### config.mk
export PLATFORM = sky130hd
export DESIGN_NAME = odbiornik_rx_flat
export DESIGN_NICKNAME = d
export VERILOG_FILES = /design/src/rtl/odbiornik_rx_if.sv /design/src/rtl/odbiornik_rx.sv /design/src/flat_wrapper.sv
export SDC_FILE = /design/constraint.sdc
export NUM_CORES = 1
export LEC_CHECK = 0
export ABC_AREA = 1
export CAP_MARGIN = 20
export CORE_MARGIN = 2
export CORE_UTILIZATION = 35
export CTS_CLUSTER_DIAMETER = 50
export DETAILED_ROUTE_END_ITERATION = 8
export DONT_BUFFER_PORTS = 1
export GPL_TIMING_DRIVEN = 0
export PLACE_DENSITY = 0.49
export SYNTH_ARGS = -nofsm -noshare
export SYNTH_HDL_FRONTEND = slang
export SYNTH_SLANG_ARGS = --single-unit
### constraint.sdc
create_clock -name clk_i -period 2.2 [get_ports clk_i]
set_input_delay 0.55 -clock clk_i [delete_from_list [all_inputs] [get_ports clk_i]]
set_output_delay 0.55 -clock clk_i [all_outputs]
set_load 0.02 [all_outputs]
### src/rtl/odbiornik_rx_if.sv
// Serial-line and byte-bus bundle for odbiornik_rx; parity_err exists only with RX_PARITY_EN.
// Master is the receiver (drives the byte side); slave is the line driver / byte consumer.
interface odbiornik_rx_if;
    logic       rx_i;
    logic [7:0] data_rx;
    logic       trans;
    logic       frame_err;
    logic       busy;
`ifdef RX_PARITY_EN
    logic       parity_err;

    modport master (
        input  rx_i,
        output data_rx,
        output trans,
        output frame_err,
        output busy,
        output parity_err
    );

    modport slave (
        output rx_i,
        input  data_rx,
        input  trans,
        input  frame_err,
        input  busy,
        input  parity_err
    );
`else
    modport master (
        input  rx_i,
        output data_rx,
        output trans,
        output frame_err,
        output busy
    );

    modport slave (
        output rx_i,
        input  data_rx,
        input  trans,
        input  frame_err,
        input  busy
    );
`endif
endinterface

### src/rtl/odbiornik_rx.sv
// UART receiver, 8N1 LSB first (8E1 with RX_PARITY_EN); trans 2+HALF_BIT+9*CLKS_PER_BIT+1 clk after start edge.
// No backpressure: every good frame overwrites data_rx; a held-low line yields one frame_err.
module odbiornik_rx #(
    parameter int CLKS_PER_BIT = 5208
) (
    input  logic                 clk_i,
    input  logic                 rst_i,
    odbiornik_rx_if.master       bus
);

    localparam int          HALF_BIT    = CLKS_PER_BIT / 2;
    localparam logic [15:0] C_HALF_LAST = 16'(HALF_BIT - 1);
    localparam logic [15:0] C_BIT_LAST  = 16'(CLKS_PER_BIT - 1);

    typedef enum logic [2:0] {
        S_IDLE,
        S_START,
        S_DATA,
        S_PARITY,
        S_STOP,
        S_BREAK
    } state_t;

    state_t      r_state;
    logic        r_sync1;
    logic        r_sync2;
    logic [15:0] r_baud;
    logic [2:0]  r_bit;
    logic [7:0]  r_shift;
    logic [7:0]  r_data;
    logic        r_trans;
    logic        r_ferr;

    logic        w_rx_s;
    logic        w_bit_end;

    assign w_rx_s    = r_sync2;
    assign w_bit_end = (r_baud == C_BIT_LAST);

`ifdef RX_PARITY_EN
    logic        r_par_bit;
    logic        r_perr;
    logic        w_par_bad;

    // Even parity: data bits plus parity bit must XOR to zero.
    assign w_par_bad = ^{r_shift, r_par_bit};
`endif

    always_ff @(posedge clk_i) begin
        if (rst_i) begin
            r_state   <= S_IDLE;
            r_sync1   <= 1'b1;
            r_sync2   <= 1'b1;
            r_baud    <= 16'd0;
            r_bit     <= 3'd0;
            r_shift   <= 8'h00;
            r_data    <= 8'h00;
            r_trans   <= 1'b0;
            r_ferr    <= 1'b0;
`ifdef RX_PARITY_EN
            r_par_bit <= 1'b0;
            r_perr    <= 1'b0;
`endif
        end else begin
            r_sync1 <= bus.rx_i;
            r_sync2 <= r_sync1;
            r_trans <= 1'b0;
            r_ferr  <= 1'b0;
`ifdef RX_PARITY_EN
            r_perr  <= 1'b0;
`endif
            case (r_state)
                S_IDLE: begin
                    r_baud <= 16'd0;
                    r_bit  <= 3'd0;
                    if (!w_rx_s) begin
                        r_state <= S_START;
                    end
                end

                S_START: begin
                    // A start bit that is high again at its mid-point was a glitch.
                    if (r_baud == C_HALF_LAST) begin
                        r_baud  <= 16'd0;
                        r_bit   <= 3'd0;
                        r_state <= w_rx_s ? S_IDLE : S_DATA;
                    end else begin
                        r_baud <= r_baud + 16'd1;
                    end
                end

                S_DATA: begin
                    if (w_bit_end) begin
                        r_baud         <= 16'd0;
                        r_shift[r_bit] <= w_rx_s;
                        r_bit          <= r_bit + 3'd1;
                        if (r_bit == 3'd7) begin
`ifdef RX_PARITY_EN
                            r_state <= S_PARITY;
`else
                            r_state <= S_STOP;
`endif
                        end
                    end else begin
                        r_baud <= r_baud + 16'd1;
                    end
                end

                S_PARITY: begin
                    if (w_bit_end) begin
                        r_baud  <= 16'd0;
`ifdef RX_PARITY_EN
                        r_par_bit <= w_rx_s;
`endif
                        r_state <= S_STOP;
                    end else begin
                        r_baud <= r_baud + 16'd1;
                    end
                end

                S_STOP: begin
                    if (w_bit_end) begin
                        r_baud <= 16'd0;
                        if (w_rx_s) begin
`ifdef RX_PARITY_EN
                            if (w_par_bad) begin
                                r_perr <= 1'b1;
                            end else begin
                                r_data  <= r_shift;
                                r_trans <= 1'b1;
                            end
`else
                            r_data  <= r_shift;
                            r_trans <= 1'b1;
`endif
                            r_state <= S_IDLE;
                        end else begin
                            // Low stop bit: report once, then wait out any break.
                            r_ferr  <= 1'b1;
`ifdef RX_PARITY_EN
                            r_perr  <= w_par_bad;
`endif
                            r_state <= S_BREAK;
                        end
                    end else begin
                        r_baud <= r_baud + 16'd1;
                    end
                end

                S_BREAK: begin
                    r_baud <= 16'd0;
                    if (w_rx_s) begin
                        r_state <= S_IDLE;
                    end
                end

                default: begin
                    r_state <= S_IDLE;
                end
            endcase
        end
    end

    assign bus.data_rx    = r_data;
    assign bus.trans      = r_trans;
    assign bus.frame_err  = r_ferr;
    assign bus.busy       = (r_state != S_IDLE);
`ifdef RX_PARITY_EN
    assign bus.parity_err = r_perr;
`endif

endmodule

### src/flat_wrapper.sv
// flat-port wrapper written by rule: the top's interface ports become plain ports
module odbiornik_rx_flat 
#(
    parameter int CLKS_PER_BIT = 5208
)
  (clk_i, rst_i, bus_rx_i, bus_data_rx, bus_trans, bus_frame_err, bus_busy);
  odbiornik_rx_if bus_i ();
  input  logic clk_i;
  input  logic rst_i;
  input wire logic [$bits(bus_i.rx_i)-1:0] bus_rx_i;
  output wire logic [$bits(bus_i.data_rx)-1:0] bus_data_rx;
  output wire logic [$bits(bus_i.trans)-1:0] bus_trans;
  output wire logic [$bits(bus_i.frame_err)-1:0] bus_frame_err;
  output wire logic [$bits(bus_i.busy)-1:0] bus_busy;
  assign bus_i.rx_i = bus_rx_i;
  assign bus_data_rx = bus_i.data_rx;
  assign bus_trans = bus_i.trans;
  assign bus_frame_err = bus_i.frame_err;
  assign bus_busy = bus_i.busy;
  odbiornik_rx #(.CLKS_PER_BIT(CLKS_PER_BIT)) u_core (.clk_i(clk_i), .rst_i(rst_i), .bus(bus_i));
endmodule
# --- After elaboration in Yosys (flattened, before gate mapping) ---
# Cells that the tools add are included.
word_totals:
  input_bits: 3
  out_inout_bits: 11
  wordCells: 63
  regBits: 42
op_classes:
  add_sub_neg: 2
  bitwise: 2
  n_reduce_logical: 12
  n_lt_le_gt_ge: 2
  muxes: 21
  n_eq_ne: 15
op_table:
  columns: ["cell", "n"]
  rows:
  - ["case mux 16 bit (3 select lines)", 1]
  - ["2-to-1 mux 16 bit", 2]
  - ["2-to-1 mux 3 bit", 10]
  - ["case mux 3 bit (6 select lines)", 1]
  - ["adder 16 x 1 -> 16 bit, second input constant", 1]
  - ["== test 16 x 12 -> 1 bit, second input constant", 1]
  - ["== test 16 x 13 -> 1 bit, second input constant", 1]
  - ["!= test 2 x 1 -> 1 bit, second input constant", 6]
  - ["== test 3 bit, second input constant", 3]
  - ["case mux 3 bit (3 select lines)", 1]
  - ["nonzero test 3 bit", 3]
  - ["bitwise mux 8 bit", 1]
  - ["AND reduction 7 bit", 1]
  - ["== test 3 x 2 -> 1 bit, second input constant", 2]
  - ["AND reduction 3 bit", 2]
  - ["OR reduction 3 bit", 2]
  - ["less-than comparator 3 x 4 -> 1 bit, second input constant", 1]
  - ["adder 3 x 1 -> 3 bit, second input constant", 1]
  - ["demux 1 bit (select 3 bit)", 1]
  - ["== test 3 x 1 -> 1 bit, second input constant", 1]
  - ["greater-or-equal comparator 3 x 1 -> 1 bit, second input constant", 1]
  - ["logical NOT 3 bit", 1]
  - ["2-to-1 mux 1 bit", 3]
  - ["2-to-1 mux 2 bit", 1]
  - ["5 further kinds", 6]

# --- Longest topological paths before layout ---
logic_depth:
  word_depth: 5
  mapped_depth: 13
  mapped_depth_nobuf: 13

# --- Worst setup path before layout ---
# Ideal clock, no wire load.
synth_path:
  path_type: "reg2reg"
  from: "register u_core.r_baud[0]"
  to: "register u_core.r_baud[7]"
  arrival_ns: 1.406
  setup_ns: 0.114
  n_path_buf: 1
  stages_incl_launch_ff: 12
  synth_period_minus_slack_ns: 1.521
  path_slack_ns: 0.679
  required_ns: 2.086
  cell_sequence: "dfxtp_1 ha_1 nand2_2 clkinv_2 nand2_2 nor2_4 nand2_4 nand2_1 nand3_2 nand2_4 buf_6 nor2_1"
synth_via:
  elab_chain_len: 3
  word_cells_on_any_way: 6
  cone_classes: "1 x add/sub; 2 x eq/ne; 3 x mux"
synth_lines:
  columns: ["element", "line_no", "text"]
  rows:
  - ["start: declaration", "odbiornik_rx.sv:27", "logic [15:0] r_baud;"]
  - ["start signal: assignment", "odbiornik_rx.sv:88", "r_baud <= r_baud + 16'd1;"]
  - ["start signal: assignment", "odbiornik_rx.sv:105", "r_baud <= r_baud + 16'd1;"]
  - ["start signal: assignment", "odbiornik_rx.sv:117", "r_baud <= r_baud + 16'd1;"]
  - ["adder 16 x 1 -> 16 bit, or another cell as far along", null, null]
  - ["2-to-1 mux 16 bit, on equally long branches", null, null]
  - ["case mux 16 bit (3 select lines) (*)", "odbiornik_rx.sv:72", "case (r_state)"]
# Mark *: on every way between the ends. The rest lies on a longest branch, timed or not.
# A chain may end at the register's enable or synchronous reset.

# --- Worst setup path after layout ---
layout_path:
  from: "register u_core.r_baud[0]"
  to: "register u_core.r_data[1] (netlist: u_core.bus.data_rx[1])"
layout_via:
  elab_chain_len: 2
layout_lines:
  columns: ["element", "line_no", "text"]
  rows:
  - ["== test 16 x 13 -> 1 bit", "odbiornik_rx.sv:38", "assign w_bit_end = (r_baud == C_BIT_LAST);"]
  - ["AND reduction 3 bit (no source line)", null, null]
  - ["end signal: assignment", "odbiornik_rx.sv:133", "r_data <= r_shift;"]
  - ["end: declaration", "odbiornik_rx.sv:30", "logic [7:0] r_data;"]
# No other way between the ends.

==> out/metrics.csv <==
metric;value;unit
nets;353;
holdBufCountCts;0;
drt_iter0_drc;103;
grt_pass1_vias;1890;
dieHeight;85.6;um
synth_top_family_by_area;simple AND/OR/NAND/NOR gates;
yosys_warnings;0;
synth_compound_area_share;6.44;%
std_cell_rows;29;
fin_skew;12.1;ps
cp-start-kind;flip-flop;
finalHoldViolCount;0;
cts_resized;0;
num_vias;2016;
grt_start_max_net_pins;16;
cp_slowest_cell;dfxtp_1;
antenna_found_initial;0;
arrival;2100;ps
crit_path_max_fanout;8;
fin_area;2520;um2
dp_cells;417;
diodes;0;
finalMaxSlewViolations;0;
cts_tree;done;
drc;0;
numPortBuffers;0;
fill_cells;712;
critical_path_class;reg2reg;
ios;14;
final_common_cell;nor2_1;
crit_top_cell;nor2_1;
drive_gt1_share;14.1;%
place_congestion;0.768;
pre_cts_ws;314;ps
grt_pass1_wl;8870;um
synth-xor-area-share;4.13;%
worstHoldPathType;in2reg;
fmax;525;MHz
fin_ws;297;ps
insertion_delay;300;ps
viasPerCell;4.74;
hold_ws;309;ps
avgSynthCellArea;6.86;um2
ys_seq_elements;42;
ir_drop;0.367;mV
min_period;1900;ps
routed_wl;5030;um
layout_common_cells;nor2_1, nand2_1, dfxtp_1;
yosys.area_share.simple;41.2;%
setup_viol_count_final;0;
dp_hpwl;3700;um
syn_inst;340;
fin_tns_setup;0;ps
status;finished clean;
cts_max_level;2;
dr.pass1.iters;5;
ys_types;31;
wl_per_cell;11.8;um
yosysTopAreaCellShare;36.1;%
power;2.04;mW
track_usage;15.3;%
seq_area_frac_synth;36.1;%
crit_chain;ha_1 > nand2_2 > clkinv_2 > nand2_1 > nor2_1 > and2_1 > nand3_1 > nor2_1 > nor2_1;
ant_nets;0;
die_x;85.6;um
synth.largest_area_cell;dfxtp_1;
critPathMaxStageDelay;400;ps
mappedNetlistNets;346;
maxSlewHeadroom;73.8;%
rsz0062_at_grt;false;
fin_util;39.5;%
synth-adder-area-share;1.61;%
drv_cap;0;
p_leak;1.13;nW
cts_setup_buffers;0;
tightestPinTransition;392;ps
initial_core_util;36.5;%
die_area;7330;um2
clk_pin_slew;90;ps
core;6390;um2
cts_buffer_depth;2;
placed_area;2430;um2
netlist_area;2330;um2
cts_root_buf;clkbuf_8;
fin_crit_sh;86.5;%
power.density;810;nW/um2
cp_data_required_time;2400;ps
syn_to_final_growth;8.11;%
cts_buffers;5;
yosys-mux-area-fraction;0.429;%
endpoint_kind;flip-flop;
synthTopCellsByArea;dfxtp_1, nor2_1, nand2_1, nand3_1, inv_1;
layout.cells.non_filler;425;
globalRouteOverflowTotal;0;
cts_sinks;42;
==> power by group <==
group	internal, mW	total, mW	switching, mW
logic	0.213	0.653	0.439
registers	0.806	0.862	0.0563
clock network	0.227	0.526	0.299
==> synthesized netlist by cell type <==
master,instances
nand3_1,28
xor2_1,10
buf_4,4
nor2_1,70
nand2_2,7
buf_2,2
nor2_2,6
inv_2,5
and2_1,1
nor2_4,4
nand4_1,12
nand3_2,2
a21boi_0,1
inv_1,35
nor3_1,3
buf_6,2
mux2i_1,1
nand2_4,2
xnor2_1,1
nor3_4,2
dfxtp_1,42
nand2_1,64
ha_1,3
or2_2,2
o21ai_0,14
nand3b_1,1
clkbuf_8,1
a21oi_1,12
clkbuf_1,1
clkinv_2,1
o211ai_2,1
==> area by class of cell <==
| cell class | count | area (um2) | area share (%) |
|---|---|---|---|
| Clock buffer | 5 | 68.8 | 2.73 |
| Multi-Input combinational cell | 247 | 1250 | 49.8 |
| Sequential cell | 42 | 841 | 33.4 |
| Inverter | 41 | 155 | 6.16 |
| Tap cell | 77 | 96.3 | 3.82 |
| Buffer | 10 | 80.1 | 3.18 |
| Clock inverter | 3 | 23.8 | 0.943 |
==> final timing paths <==
check	startpoint	to	slack (ps)	cells past startpoint
hold reg to reg	u_core.r_sync1	u_core.r_sync2	420	1
setup / recovery	u_core.r_baud[0]	u_core.bus.data_rx[1]	300	9
hold / removal	rst_i	u_core.r_state[2]	310	1
setup reg to reg	u_core.r_baud[0]	u_core.bus.data_rx[1]	300	9
==> sequential cells by signal, indices dropped and copies added, names as in the netlist <==
register              flops
u_core.r_shift            8
u_core.r_sync1            1
u_core.bus.trans          1
u_core.r_state            3
u_core.r_sync2            1
u_core.r_baud            16
u_core.bus.frame_err      1
u_core.r_bit              3
u_core.bus.data_rx        8
==> critical path: cells and delay by family, from the launching register on <==
| family | cells | cell delay (ps) |
|---|---|---|
| simple gates | 7 | 990 |
| flops | 1 | 400 |
| fa+ha+maj | 1 | 320 |
| buf+inv | 1 | 70 |
==> layer usage <==
metal  vias up  global-route usage [%]  part of all wire [%]
li1       1089                       -                     -
met2        31                    21.5                    40
met3         5                    4.14                   3.8
met4         0                    4.76                  0.97
met5         -                       0                     0
met1       891                    22.5                    55
==> cell families after synthesis <==
kind of cell             after synthesis
AND/OR/NAND/NOR                      204
buffers and inverters                 51
flip-flops                            42
AO/OA/AOI/OAI                         28
XOR/XNOR                              11
adder cells (fa/ha/maj)                3
multiplexers                           1
No activity file was read; power rests on OpenSTA's default activity.
